===== src/rtl/multi_digit_adder_display_if.sv =====
// Operand/strobe inputs and display outputs of the hex add/subtract display block.
// The master drives operands and the load strobe; the slave (the display block) drives the display.
interface multi_digit_adder_display_if #(
  parameter int DIGITS = 4
);
  logic                  load;
  logic                  sub;
  logic [4*DIGITS-1:0]   a;
  logic [4*DIGITS-1:0]   b;
  logic [6:0]            d;
  logic                  Overflow;
  logic [DIGITS-1:0]     AN;

  modport master (output load, sub, a, b, input d, Overflow, AN);
  modport slave  (input load, sub, a, b, output d, Overflow, AN);
endinterface


===== src/rtl/multi_digit_adder_display.sv =====
// N-digit hex add/subtract unit with a registered result, scanned one digit at a time
// onto common-anode seven-segment displays (anodes and segments active-low).
module multi_digit_adder_display #(
  parameter int DIGITS      = 4,
  parameter int REFRESH_DIV = 100000
) (
  input  logic                          clk,
  input  logic                          rst,
  multi_digit_adder_display_if.slave    bus
);
  localparam int W  = 4 * DIGITS;
  localparam int PW = $clog2(REFRESH_DIV);
  localparam int IW = (DIGITS > 1) ? $clog2(DIGITS) : 1;

  logic [W-1:0]  result;
  logic [PW-1:0] presc;
  logic [IW-1:0] idx;
  logic [W:0]    operand_b;
  logic [W:0]    sum;
  logic          overflow_next;
  logic [3:0]    nibble;
  logic [6:0]    seg;
  logic          presc_wrap;
  logic          last_digit;

  // Subtraction is a + ~b + 1; the extra top bit is carry for add and not-borrow for sub.
  always_comb begin
    operand_b     = bus.sub ? {1'b0, ~bus.b} : {1'b0, bus.b};
    sum           = {1'b0, bus.a} + operand_b + {{W{1'b0}}, bus.sub};
    overflow_next = bus.sub ? sum[W] : ~sum[W];
  end

  always_comb begin
    presc_wrap = (presc == PW'(REFRESH_DIV - 1));
    last_digit = (idx == IW'(DIGITS - 1));
    nibble     = 4'(result >> {idx, 2'b00});
  end

  // NOTE: every variable assigned in always_comb gets a default first so no latch is inferred.
  always_comb begin
    seg = 7'h7F;
    unique case (nibble)
      4'h0: seg = 7'h40;
      4'h1: seg = 7'h79;
      4'h2: seg = 7'h24;
      4'h3: seg = 7'h30;
      4'h4: seg = 7'h19;
      4'h5: seg = 7'h12;
      4'h6: seg = 7'h02;
      4'h7: seg = 7'h78;
      4'h8: seg = 7'h00;
      4'h9: seg = 7'h10;
      4'hA: seg = 7'h08;
      4'hB: seg = 7'h03;
      4'hC: seg = 7'h46;
      4'hD: seg = 7'h21;
      4'hE: seg = 7'h06;
      4'hF: seg = 7'h0E;
      default: seg = 7'h7F;
    endcase
  end

  // NOTE: sequential state uses non-blocking assignments so all registers update together.
  always_ff @(posedge clk) begin
    if (rst) begin
      result       <= '0;
      bus.Overflow <= 1'b1;
      presc        <= '0;
      idx          <= '0;
      bus.AN       <= '1;
      bus.d        <= 7'h7F;
    end else begin
      if (bus.load) begin
        result       <= sum[W-1:0];
        bus.Overflow <= overflow_next;
      end

      if (presc_wrap) begin
        presc <= '0;
        idx   <= last_digit ? '0 : idx + 1'b1;
      end else begin
        presc <= presc + 1'b1;
      end

      // Display is registered from the current digit, so it trails idx/result by one cycle.
      bus.AN <= ~(DIGITS'(1) << idx);
      bus.d  <= seg;
    end
  end
endmodule

===== src/flat_wrapper.sv =====
// flat-port wrapper written by rule: the top's interface ports become plain ports
module multi_digit_adder_display_flat 
#(
  parameter int DIGITS      = 4,
  parameter int REFRESH_DIV = 100000
)
  (clk, rst, bus_load, bus_sub, bus_a, bus_b, bus_d, bus_Overflow, bus_AN);
  multi_digit_adder_display_if #(.DIGITS(DIGITS)) bus_i ();
  input  logic clk;
  input  logic rst;
  input wire logic [$bits(bus_i.load)-1:0] bus_load;
  input wire logic [$bits(bus_i.sub)-1:0] bus_sub;
  input wire logic [$bits(bus_i.a)-1:0] bus_a;
  input wire logic [$bits(bus_i.b)-1:0] bus_b;
  output wire logic [$bits(bus_i.d)-1:0] bus_d;
  output wire logic [$bits(bus_i.Overflow)-1:0] bus_Overflow;
  output wire logic [$bits(bus_i.AN)-1:0] bus_AN;
  assign bus_i.load = bus_load;
  assign bus_i.sub = bus_sub;
  assign bus_i.a = bus_a;
  assign bus_i.b = bus_b;
  assign bus_d = bus_i.d;
  assign bus_Overflow = bus_i.Overflow;
  assign bus_AN = bus_i.AN;
  multi_digit_adder_display #(.DIGITS(DIGITS), .REFRESH_DIV(REFRESH_DIV)) u_core (.clk(clk), .rst(rst), .bus(bus_i));
endmodule

===== config.mk =====
export PLATFORM = sky130hd
export DESIGN_NAME = multi_digit_adder_display_flat
export DESIGN_NICKNAME = d
export VERILOG_FILES = /design/src/rtl/multi_digit_adder_display_if.sv /design/src/rtl/multi_digit_adder_display.sv /design/src/flat_wrapper.sv
export SDC_FILE = /design/constraint.sdc
export NUM_CORES = 1
export LEC_CHECK = 0
export CORE_MARGIN = 3
export CORE_UTILIZATION = 40
export CTS_CLUSTER_SIZE = 10
export DETAILED_ROUTE_END_ITERATION = 6
export PLACE_DENSITY_LB_ADDON = 0.25
export SYNTH_ARGS = -nofsm -noshare
export SYNTH_HDL_FRONTEND = slang
export SYNTH_SLANG_ARGS = --single-unit

===== constraint.sdc =====
create_clock -name clk -period 4.3 [get_ports clk]
set_input_delay 1.075 -clock clk [delete_from_list [all_inputs] [get_ports clk]]
set_output_delay 1.075 -clock clk [all_outputs]
set_load 0.005 [all_outputs]

==> results of run 1 <==
kinds of logic after synthesis:
| kind of cell | count (synthesis) |
|---|---|
| xor+xnor | 39 |
| flops | 47 |
| buf+inv | 28 |
| simple gates | 120 |
| fa+ha+maj | 27 |
| compound gates | 73 |
| mux | 15 |
worst paths after layout:
check             slack, ns                        from                             end
setup / recovery       0.78                     bus_sub  u_core.result[13]$_SDFFE_PP0P_
hold / removal         0.47  u_core.presc[0]$_SDFF_PP0_      u_core.presc[0]$_SDFF_PP0_
setup reg to reg       1.94  u_core.idx[0]$_SDFFE_PP0P_      u_core.bus.d[3]$_SDFF_PP1_
hold reg to reg        0.47  u_core.presc[0]$_SDFF_PP0_      u_core.presc[0]$_SDFF_PP0_
power groups by stage:
stage	clock, mW	sequential [mW]	combinational, mW
finish	0.264	0.485	0.347
global route	0.299	0.490	0.389
CTS	0.274	0.485	0.348
detailed placement	0	0.495	0.346
global placement	0	0.495	0.341
floorplan	0	0.492	0.238
synth_stat cells, types with 9 or more instances:
library cell and n:
xor2_1 29, mux2i_1 10, nand2_1 24, nand3_1 10
clkbuf_1 12, ha_1 26, nor2_1 45, xnor2_1 10
inv_1 13, a21oi_1 14, dfxtp_1 47, o21ai_0 14
a21o_1 9
registers in the layout, summed over array words and instances (netlist names):
signal,cells
u_core.bus.Overflow,1
u_core.bus.d,7
u_core.presc,17
u_core.idx,2
u_core.result,16
u_core.bus.AN,4
worst register-to-register path: stages (launching register included):
cell and delay (ns):
dfxtp_1 0.59, mux4_2 0.65, inv_1 0.16, ha_1 0.17
inv_1 0.04, mux4_2 0.44, or2_1 0.21
cell type report:
cell class	instances	area, um2
Inverter	13	48.8
Clock buffer	6	82.6
Tap cell	99	124
Fill cell	738	3640
Sequential cell	47	941
Clock inverter	1	5.00
Timing Repair Buffer	50	493
Multi-Input combinational cell	274	1960
through the flow:
stage | setup WS, ns | cell area, um2 | utilization [%] | hold slack, ns
6_report | 0.781 | 3650 | 50.1 | 0.465
5_1_grt | 0.561 | 3650 | 50.1 | 0.505
4_1_cts | 0.793 | 3650 | 50.1 | 0.475
3_5_place_dp | 0.470 | 3560 | 48.9 | 0.455
3_3_place_gp | 0.562 | 3560 | 48.9 | 0.440
2_1_floorplan | 0.889 | 3010 | - | 0.430
layer usage:
metal	vias up	track usage, %
met4	0	5.49
met2	62	24.4
met3	7	3.33
met5	-	0
li1	1322	-
met1	1152	18.9
==> out/qor.yml, run 1 <==
clocking:
  cts_htree_levels: 2
  cts_tree: "yes"
  cts_setup_buffers: 0
  ctsResizeCount: 0
  numCtsBuffers: 5
  ctsHoldBuffers: 0
  clock-sinks: 47
  clk_latency_ns: 0.29
  clk_pin_slew_worst_paths_ns: 0.08
  clockBufferDepth: 2
  root_buffer: "clkbuf_8"
yosys:
  yosysTopAreaCell: "dfxtp_1"
  synth_cells: 349
  synth_top_family_by_area: "simple AND/OR/NAND/NOR gates"
  syn_nets: 412
  async_flop_share_pct: 0
  synth_edf_count: 0
  synth_top_area_share_pct: 31.2
  ys_seq_area_share_pct: 31.2
  yosys.area_share.xor_xnor_pct: 11.3
  yosys.area_share.simple_pct: 19.1
  ys.flop_type: "dfxtp_1"
  synth_area_um2: 3010
  ys_ff_latch: 47
  synthTopCellsByArea: "dfxtp_1 (31%), ha_1 (11%), xor2_1 (8.4%)"
  synthAdderAreaFrac_pct: 11.5
  synth_warnings: 0
  syn_area_per_cell_um2: 8.64
  synthMuxAreaShare_pct: 7.06
  synth_compound_area_share_pct: 16.0
  yosys.cell_types.count: 49
die:
  pin_count: 48
  rows: 31
  design.core.area_um2: 7290
  die_x_um: 92.8
  die_area_um2: 8610
  chipHeight_um: 92.8
  start_util_pct: 41.3
timing:
  period_share_pct: 81.8
  rsz0062_at_grt: "no"
  finalHoldViolCount: 0
  fin_skew_ns: 0.00531
  timing.final.crit_period_ns: 3.52
  tightest_slew_ns: 0.540
  maxSlewHeadroom_pct: 63.7
  fmax_mhz: 284
  slew_viol_final: 0
  setup_tns_ns: 0
  finalSetupViolations: 0
layout:
  final_cell_mix: "clkdlybuf4s50_1 (47), dfxtp_1 (47), nor2_1 (45), xor2_1 (29), ha_1 (26)"
  area_growth_pct: 21.2
  nNetsFinal: 454
  final_cells: 490
  diodes: 0
  drive_above_1_share_pct: 4.60
critical_path:
  cp_slowest_stage_delay_ns: 0.57
  cp.required_ns: 4.49
  cp_num_cells: 9
  cp_max_fo: 17
  worstPathCellList: "clkdlybuf4s50_1, buf_4, xor2_1, ha_1, a21o_1, a31oi_1, o21ai_0, a22o_1, a311o_1"
  critPathLaunchType: "input pin"
  critical_path_class: "input pin to flop"
  crit_family: "compound AO/OA/AOI/OAI gates"
  critPathCaptureType: "flop"
  arrival_ns: 3.71
  ff2ff_path_depth: 6
  critPathBufInv: 2
  cp_slowest_cell: "clkdlybuf4s50_1"
detailed_routing:
  antenna_left: 0
  wl_um: 6080
  met3_length_um: 334
  wl_per_cell_um: 12.4
  first_pass_iters: 4
  drc_errors: 0
  viasPerCell: 5.19
  drtIter0Drc: 132
  routed.top_layer: "met4"
  drt-met1-wl_um: 2880
  num_vias: 2543
  routed-wl-met2_um: 2790
power_and_ir_drop:
  p_seq_share_pct: 44.3
  ir_worst_vdd_uv: 116
  p_sw_mw: 0.330
  swShare_pct: 30.2
  clkPwrFrac_pct: 24.1
  internal_power_mw: 0.765
  comb_power_share_pct: 31.7
  powerDensity_nw_per_um2: 300
  p_leak_nw: 1.47
  power_mw: 1.10
worst_hold_path:
  hold_path.class: "flop to flop"
  hold_depth: 1
global_routing:
  antenna_found_initial: 0
  grt_pass1_vias: 2383
  overflow: 0
  grtUsageTotal_pct: 14.8
  grt_pass1_wl_um: 10600
  grt_max_degree: 25
place:
  hpwlAfterDp_um: 4790
  dp.cells: 483
  io_buffers: 47
  gp_congestion: 0.803
flow_run:
  maxCapViolCount: 0
run_status:
  status: "complete, no violations"
(Power assumes the default switching activity.)
==> run 2: changes to the inputs <==
- clock period: 4.3 -> 3.37 ns (I/O delays scaled with it)
==> run 2 against run 1 <==
Against the previous run: clock skew grew 0.0021 ns; highest routed layer unchanged; utilization grew 1.5 points; critical endpoint is now u_core.result[14]$_SDFFE_PP0P_; critical path depth rose by 1; largest cell class unchanged; combinational power is 35% higher; final cell count rose by 2.4%.
==> out/qor.yml, run 2 (same netlist as run 1, synthesis figures left out) <==
place:
  hpwlAfterDp_um: 4730  # -1.1%
  gp_congestion: 0.851  # +6.0%
  dp.cells: 494  # +2.3%
  place_area_um2: 3660  # +2.7%
  io_buffers: 47  # unchanged
die:
  die_x_um: 92.8  # unchanged
  die_area_um2: 8610  # unchanged
  rows: 31  # unchanged
  start_util_pct: 41.3  # unchanged
  design.core.area_um2: 7290  # unchanged
  pin_count: 48  # unchanged
  chipHeight_um: 92.8  # unchanged
global_routing:
  grt_pass1_vias: 2363  # -0.84%
  grt_pass1_wl_um: 10400  # -1.3%
  overflow: 0  # unchanged
  antenna_found_initial: 0  # unchanged
  grtUsageTotal_pct: 14.5  # -0.30 points
  grt_max_degree: 28  # +12%
critical_path:
  cp.required_ns: 3.55  # -0.94 ns
  ff2ff_path_depth: 6  # unchanged
  cp_slowest_cell: "clkdlybuf4s50_1"
  critPathLaunchType: "input pin"
  r2r-start: "u_core.idx[0]$_SDFFE_PP0P_"
  worstPathCellList: "clkdlybuf4s50_1, mux2i_1, inv_1, fa_1, a211oi_1, o211ai_1, a21oi_1, buf_4, mux2i_1, a311oi_1"
  crit_end: "u_core.result[14]$_SDFFE_PP0P_"
  critPathCaptureType: "flop"
  cp_max_fo: 3  # -14
  cp_slowest_stage_delay_ns: 0.53  # -0.04 ns
  startpoint: "bus_b[0]"
  r2r-end: "u_core.bus.d[3]$_SDFF_PP1_"
  arrival_ns: 3.26  # -0.45 ns
  reg2reg_slack_ns: 1.02  # -0.92 ns
  critical_path_class: "input pin to flop"
  path_common_cell: "mux2i_1"
timing:
  finalHoldViolCount: 0  # unchanged
  fin_skew_ns: 0.00737  # +0.00206 ns
  maxSlewHeadroom_pct: 64.5  # +0.79 points
  fmax_mhz: 325
  finalSetupViolations: 0  # unchanged
  slew_viol_final: 0  # unchanged
  rsz0062_at_grt: "no"
  timing.final.crit_period_ns: 3.08
  tightest_slew_ns: 0.529  # -0.0118 ns
  period_share_pct: 91.4
detailed_routing:
  num_vias: 2547  # +0.16%
  wl_per_cell_um: 12.0  # -3.1%
  drc_errors: 0  # unchanged
  antenna_left: 0  # unchanged
  first_pass_iters: 4  # unchanged
  wl_um: 6040  # -0.77%
  viasPerCell: 5.07  # -2.2%
  drtIter0Drc: 90  # -32%
layout:
  area_growth_pct: 24.7
  largest_register_ffs: 17  # unchanged
  final_cell_mix: "clkdlybuf4s50_1 (47), dfxtp_1 (47), nor2_1 (45), xor2_1 (29), ha_1 (26)"
  largest_register: "u_core.presc"
  diodes: 0  # unchanged
  final_cells: 502  # +2.4%
  fillCellCount: 716  # -3.0%
  reg_top3: "u_core.presc x17, u_core.result x16, u_core.bus.d x7"
  design_area_um2: 3760  # +2.9%
  final_util_pct: 51.6  # +1.5 points
  drive_above_1_share_pct: 7.20  # +2.6 points
  nNetsFinal: 465  # +2.4%
clocking:
  cts_htree_levels: 2  # unchanged
  cts_setup_buffers: 0  # unchanged
  clock-sinks: 47  # unchanged
  ctsResizeCount: 0  # unchanged
  clockBufferDepth: 2  # unchanged
  clk_pin_slew_worst_paths_ns: 0.08  # about the same
  cts_tree: "yes"
  ctsHoldBuffers: 0  # unchanged
  root_buffer: "clkbuf_8"
  numCtsBuffers: 5  # unchanged
  clk_latency_ns: 0.30  # about the same
run_status:
  status: "complete, no violations"
power_and_ir_drop:
  p_leak_nw: 1.53  # +4.2%
  p_seq_share_pct: 42.7  # -1.6 points
  comb_power_share_pct: 32.2  # +0.5 points
  p_sw_mw: 0.426  # +29%
  swShare_pct: 29.4  # -0.80 points
  internal_power_mw: 1.03  # +34%
  ir_worst_vdd_uv: 156  # +35%
  clkPwrFrac_pct: 25.1  # +1.0 points
  powerDensity_nw_per_um2: 386  # +29%
worst_hold_path:
  hold_path.class: "flop to flop"
flow_run:
  maxCapViolCount: 0  # unchanged
[run 2: cell type report]
type                       instances  area (um2)  area share (%)
tap                               99         124            3.29
clock buffer                       8         100            2.66
inverter                          13        48.8            1.30
multi-input combinational        274        1960            52.1
timing repair buffer              61         588            15.6
sequential                        47         941            25.0
[run 2: worst max-delay path, delay by kind of cell]
| family | cells | cell delay (ns) |
|---|---|---|
| mux | 2 | 0.46 |
| compound gates | 4 | 0.78 |
| buf+inv | 3 | 0.76 |
| fa+ha+maj | 1 | 0.42 |
[run 2: worst min-delay path by stage]
stage / startpoint / to / slack (ns) / depth (start not counted)
floorplan: u_core.presc[0]$_SDFF_PP0_ / u_core.presc[0]$_SDFF_PP0_ / 0.43 / 1
global placement: u_core.presc[0]$_SDFF_PP0_ / u_core.presc[0]$_SDFF_PP0_ / 0.44 / 1
detailed placement: u_core.presc[0]$_SDFF_PP0_ / u_core.presc[0]$_SDFF_PP0_ / 0.45 / 1
CTS: u_core.presc[0]$_SDFF_PP0_ / u_core.presc[0]$_SDFF_PP0_ / 0.47 / 1
global route: u_core.result[11]$_SDFFE_PP0P_ / u_core.result[11]$_SDFFE_PP0P_ / 0.51 / 2
finish: u_core.presc[0]$_SDFF_PP0_ / u_core.presc[0]$_SDFF_PP0_ / 0.47 / 1
[run 2: power by group through the flow]
stage	sequential (mW)	combinational, mW	clock [mW]
2_1_floorplan	0.628	0.304	0
3_3_place_gp	0.632	0.461	0
3_5_place_dp	0.633	0.466	0
4_1_cts	0.620	0.469	0.376
5_1_grt	0.625	0.525	0.394
6_report	0.620	0.467	0.364
[run 2: metal layers]
layer / vias up / global-route usage [%] / share of wire, %
met2: 52 / 24.7 / 47
met4: 0 / 4.76 / 1.4
met5: - / 0 / 0
met1: 1141 / 18.6 / 47
met3: 7 / 2.52 / 4.5
li1: 1347 / - / -
[run 2: metrics by stage]
step                      power [mW]  setup WS [ns]  hold WS [ns]  TNS, ns
after floorplan                0.932          0.192         0.430        0
after global placement          1.09        0.00529         0.443        0
after detailed placement        1.10        -0.0441         0.454  -0.0532
after CTS                       1.47          0.262         0.470        0
after global routing            1.54         0.0195         0.509        0
final                           1.45          0.291         0.470        0
==> run 3: changes to the inputs <==
- CTS_CLUSTER_DIAMETER: not set -> 40
==> results of run 3 <==
Final layout, timing and power as in run 2 (identical DEF).
